`src/rtl/cpu_pkg.sv`:
```
// Shared core definitions: fetch FSM states, instruction size, RV32 opcode groups
// and a PC alignment helper used by the fetch unit.
package cpu_pkg;

    typedef enum logic {
        RUN     = 1'b0,
        PENDING = 1'b1
    } fetch_state_t;

    localparam logic [31:0] INST_BYTES = 32'd4;

    // RV32 major opcodes (inst[6:2]); BRANCH is also decoded by the predictor.
    localparam logic [4:0] LOAD   = 5'b00000;
    localparam logic [4:0] OP_IMM = 5'b00100;
    localparam logic [4:0] AUIPC  = 5'b00101;
    localparam logic [4:0] STORE  = 5'b01000;
    localparam logic [4:0] OP     = 5'b01100;
    localparam logic [4:0] LUI    = 5'b01101;
    localparam logic [4:0] BRANCH = 5'b11000;
    localparam logic [4:0] JALR   = 5'b11001;
    localparam logic [4:0] JAL    = 5'b11011;

    function automatic logic [31:0] align_pc(input logic [31:0] addr);
        return {addr[31:2], 2'b00};
    endfunction

endpackage

```
`src/rtl/fetch_pc_unit.sv`:
```
// Fetch PC generator: PC register, IF/ID PC/valid register, deferred EX redirects
// while the I-side is busy, pipeline flushes and a mispredict counter.
module fetch_pc_unit
    import cpu_pkg::*;
#(
    parameter logic [31:0] RESET_PC = 32'h0000_0000
) (
    input  logic         clk,
    input  logic         rst,
    input  logic         stall_IF,
    input  logic         stall,
    input  logic         pred_jump,
    input  logic [31:0]  pc_pred,
    input  logic         t_pnt,
    input  logic         nt_pt,
    input  logic         E_jump,
    input  logic [31:0]  E_pc,
    input  logic [31:0]  E_br_target,
    input  logic [31:0]  E_jump_target,
    output logic [31:0]  pc,
    output logic [31:0]  pc_D,
    output logic         valid_D,
    output logic         pred_D,
    output logic         flush_IF_ID,
    output logic         flush_ID_EX,
    output logic [31:0]  mispredict_cnt,
    output fetch_state_t fsm_state
);

    fetch_state_t state, state_next;
    logic [31:0]  pc_next;
    logic [31:0]  pend_pc, pend_pc_next;
    logic [31:0]  redir_target;
    logic         redir;
    logic         mispredict;
    logic         flush_req;
    logic         count_en;
    logic         if_id_load;
    logic         if_id_squash;
    logic         if_id_invalidate;

    assign redir      = t_pnt | nt_pt | E_jump;
    assign mispredict = t_pnt | nt_pt;

    // Fixed priority even when several sources fire together.
    always_comb begin
        redir_target = E_jump_target;
        if (t_pnt) begin
            redir_target = E_br_target;
        end else if (nt_pt) begin
            redir_target = E_pc + INST_BYTES;
        end
        redir_target = align_pc(redir_target);
    end

    always_comb begin
        state_next       = state;
        pc_next          = pc;
        pend_pc_next     = pend_pc;
        flush_req        = 1'b0;
        count_en         = 1'b0;
        if_id_load       = 1'b0;
        if_id_squash     = 1'b0;
        if_id_invalidate = 1'b0;
        case (state)
            RUN: begin
                if (redir) begin
                    // An EX redirect beats a hazard stall; only a busy I-side defers it.
                    flush_req    = 1'b1;
                    count_en     = mispredict;
                    if_id_squash = 1'b1;
                    if (stall_IF) begin
                        state_next   = PENDING;
                        pend_pc_next = redir_target;
                    end else begin
                        pc_next = redir_target;
                    end
                end else if (!(stall || stall_IF)) begin
                    if_id_load = 1'b1;
                    pc_next    = pred_jump ? align_pc(pc_pred) : pc + INST_BYTES;
                end
            end
            PENDING: begin
                // EX is frozen behind the redirect, so its redir inputs are stale here.
                if_id_invalidate = 1'b1;
                if (!stall_IF) begin
                    pc_next    = pend_pc;
                    state_next = RUN;
                end
            end
            default: begin
                state_next = RUN;
            end
        endcase
    end

    assign flush_IF_ID = flush_req & ~rst;
    assign flush_ID_EX = flush_req & ~rst;
    assign fsm_state   = state;

    always_ff @(posedge clk) begin
        if (rst) begin
            state          <= RUN;
            pc             <= RESET_PC;
            pend_pc        <= 32'h0;
            pc_D           <= 32'h0;
            valid_D        <= 1'b0;
            pred_D         <= 1'b0;
            mispredict_cnt <= 32'h0;
        end else begin
            state   <= state_next;
            pc      <= pc_next;
            pend_pc <= pend_pc_next;
            if (count_en) begin
                mispredict_cnt <= mispredict_cnt + 32'd1;
            end
            if (if_id_squash) begin
                valid_D <= 1'b0;
                pred_D  <= 1'b0;
            end else if (if_id_invalidate) begin
                valid_D <= 1'b0;
            end else if (if_id_load) begin
                pc_D    <= pc;
                pred_D  <= pred_jump;
                valid_D <= 1'b1;
            end
        end
    end

endmodule
```
`config.mk`:
```
export PLATFORM = sky130hd
export DESIGN_NAME = fetch_pc_unit
export DESIGN_NICKNAME = d
export VERILOG_FILES = /design/src/rtl/cpu_pkg.sv /design/src/rtl/fetch_pc_unit.sv
export SDC_FILE = /design/constraint.sdc
export NUM_CORES = 1
export LEC_CHECK = 0
export CORE_ASPECT_RATIO = 1.1
export CORE_UTILIZATION = 50
export CTS_CLUSTER_SIZE = 12
export DETAILED_ROUTE_END_ITERATION = 10
export MAX_ROUTING_LAYER = met4
export PLACE_DENSITY = 0.87
export SYNTH_ARGS = -nofsm -noshare
export SYNTH_HDL_FRONTEND = slang
export SYNTH_SLANG_ARGS = --single-unit
```
`constraint.sdc`:
```
create_clock -name clk -period 6.53 [get_ports clk]
set_input_delay 1.959 -clock clk [delete_from_list [all_inputs] [get_ports clk]]
set_output_delay 1.959 -clock clk [all_outputs]
set_load 0.1 [all_outputs]
```
==> reports/qor.txt <==
Synth area leader - dfxtp_1
Met3 Routed Length - 2246 µm
die area - 14330 µm²
# rows - 44
pwr dens - 231.7 nW/µm²
Core Region - 13380 µm²
register clock-pin slew on the reported worst setup and hold paths - 0.05 ns
register bit total from synthesis - 125
sequential area share after synthesis - 36.12%
DRC - 0
IO Count - 237
first-pass GRT wire length - 36850 µm
later-pin clock latency in the skew report - 0.42 ns
fin crit period - 5.433 ns
final setup violation count - 0
Final Routed Wirelength - 23090 µm
Area contributors post-synth - dfxtp_1 36%, nand2_1 6.6%, xnor2_1 5.4%, a21oi_1 5.0%, nor2_1 4.7%
wl on met1 - 9245 µm
EDFF count, synth - 0
setup TNS - 0 ns
commonest non-fill, non-tap cells in the layout - 221 x clkdlybuf4s50_1, 125 x dfxtp_1, 121 x nand2_1
critical path type - primary input to primary output
top_reg_cell synth - dfxtp_1
cell count after synthesis - 898
Pre-antenna DRT Iters - 6
# hold bufs at CTS - 0
Synth Warn # - 0
commonest non-fill, non-tap cell in the layout - clkdlybuf4s50_1
highest clock rate - 184.1 MHz
Final #Nets - 1223
Max H-tree Level - 4
async set-reset flop share out of synthesis - 0%
WL met2 - 10940 µm
top cell type's share of synthesized area - 36.12%
Starting Density - 51.79%
outcome - completed
die span in x - 114.2 µm
final hold violations - 0
number of buffers added on ports - 224
max-cap viol count - 0
Placer Congestion - 1.096
CTS tree - built
Slew Limit Headroom - 21.63%
Initial DRC Count - 1097
Tot GR Track Use - 33.52%
number of gates resized after cts - 0
Critical Path Fanout Max - 19
CP arrival - 3.47 ns
Final Max Tran Viols - 0
Antenna Nets Post-Route - 0
total setup buffers inserted after CTS - 0
Max clock buf depth - 2
Max Used Layer - met4
CTS Buf Count - 17
Setup crit end kind - primary output
layout cell share with drive strength beyond 1 - 5.834%
final worst-path cycle share - 83.19%
Vias/cell - 6.085
Total Power - 2.271 mW
worst slew pin tran - 1.173 ns
Hold WS - 0.4508 ns
Clock Sinks - 125
CTS root buf - clkbuf_16
Fillers - 1026
Leak - 3.368 nW
Worst VDD drop - 183.9 µV
Post-Syn Area - 6928 µm²
initial antenna violation count - 0
DR WL/cell - 18.03 µm
area delta synth->final - 41.50%
antenna cells - 0
startpoint types - primary input
routed vias - 7795
RSZ-0062 raised after global routing - false
HPWL after DPL - 16530 µm
total gr overflow - 0
Req. time, crit path - 4.57 ns
Fin Clk Skew - 0.008635 ns
syn avg cell area - 7.715 µm²
worst hold path class - flip-flop to flip-flop
Die H - 125.5 µm
largest net degree at the start of global routing - 85
vias in the first global route - 7194
Yosys cell types - 60
[metal layers]
metal | GRT usage [%] | vias up
met2 | 52.66 | 514
met5 | - | -
li1 | - | 3631
met1 | 41.82 | 3593
met4 | 13.83 | 0
met3 | 6.689 | 57
[report_power, final]
group          internal [mW]  total (mW)  switching [mW]
sequential             0.799       0.845          0.0459
combinational          0.179       0.505           0.326
clock                  0.578       0.921           0.343
[cell families after synthesis]
logic type,Yosys count,share of synthesized area (%)
AO/OA/AOI/OAI,249,23.33
XOR/XNOR,71,8.976
adder cells (fa/ha/maj),3,0.5419
buffers and inverters,80,4.858
flip-flops,125,36.12
multiplexers,6,0.9211
other,1,0.05413
AND/OR/NAND/NOR,363,25.19
[critical path, cell delays in order]
cell and delay [ns]:
clkdlybuf4s50_1 0.45, buf_4 0.25, nor2_1 0.10, a21o_1 0.26, nor2_2 0.23, buf_12 0.21
[flip-flops by register name (all words and copies together) (netlist names)]
register and count:
fsm_state 1, mispredict_cnt 32, pc 30, pc_D 30, pend_pc 30, pred_D 1, valid_D 1
[per-stage QoR]
step,util (%),worst slack (ns),cell area [µm²],std cells
2_1_floorplan,-,0.5201,6942,901
3_3_place_gp,68.96,1.119,9225,1249
3_5_place_dp,68.96,1.111,9225,1249
4_1_cts,73.28,1.108,9803,1281
5_1_grt,73.28,1.051,9803,1281
6_report,73.28,1.097,9803,1281
[layout make-up]
class / instances / area (µm²) / share of cell area (%)
repair buffers: 236 / 2350 / 23.97
clock inverters: 11 / 117.6 / 1.200
inverters: 8 / 30.03 / 0.3063
clock buffers: 21 / 460.4 / 4.697
flip-flops and latches: 125 / 2502 / 25.53
well taps: 184 / 230.2 / 2.348
multi-input cells: 696 / 4113 / 41.95
[cell usage after synthesis (all sizes together), types with 4 or more instances]
cell type,n
dfxtp,125
nand2,121
nor2,86
a21oi,69
o21ai,62
clkbuf,53
xnor2,43
nand3,39
xor2,28
nand4,26
a221oi,25
a211oi,20
buf,19
nor3,19
a31oi,14
and3,13
a22oi,11
and4,11
nor4,11
a222oi,9
nand2b,9
and2,8
inv,8
or3,8
a22o,7
nor2b,4
o211ai,4
o31ai,4
or2,4
[final timing paths]
kind                                       startpoint                    end  slack, ns  cells after the start
worst min-delay path            pc_D[12]$_SDFFE_PP0P_  pc_D[12]$_SDFFE_PP0P_       0.45                      2
worst max register to register   fsm_state$_SDFF_PP0_    pc[17]$_SDFFE_PP0P_       3.86                      7
worst min register to register  pc_D[12]$_SDFFE_PP0P_  pc_D[12]$_SDFFE_PP0P_       0.45                      2
worst max-delay path                            nt_pt            flush_ID_EX       1.10                      6
Power figures use the tool's default switching activity.
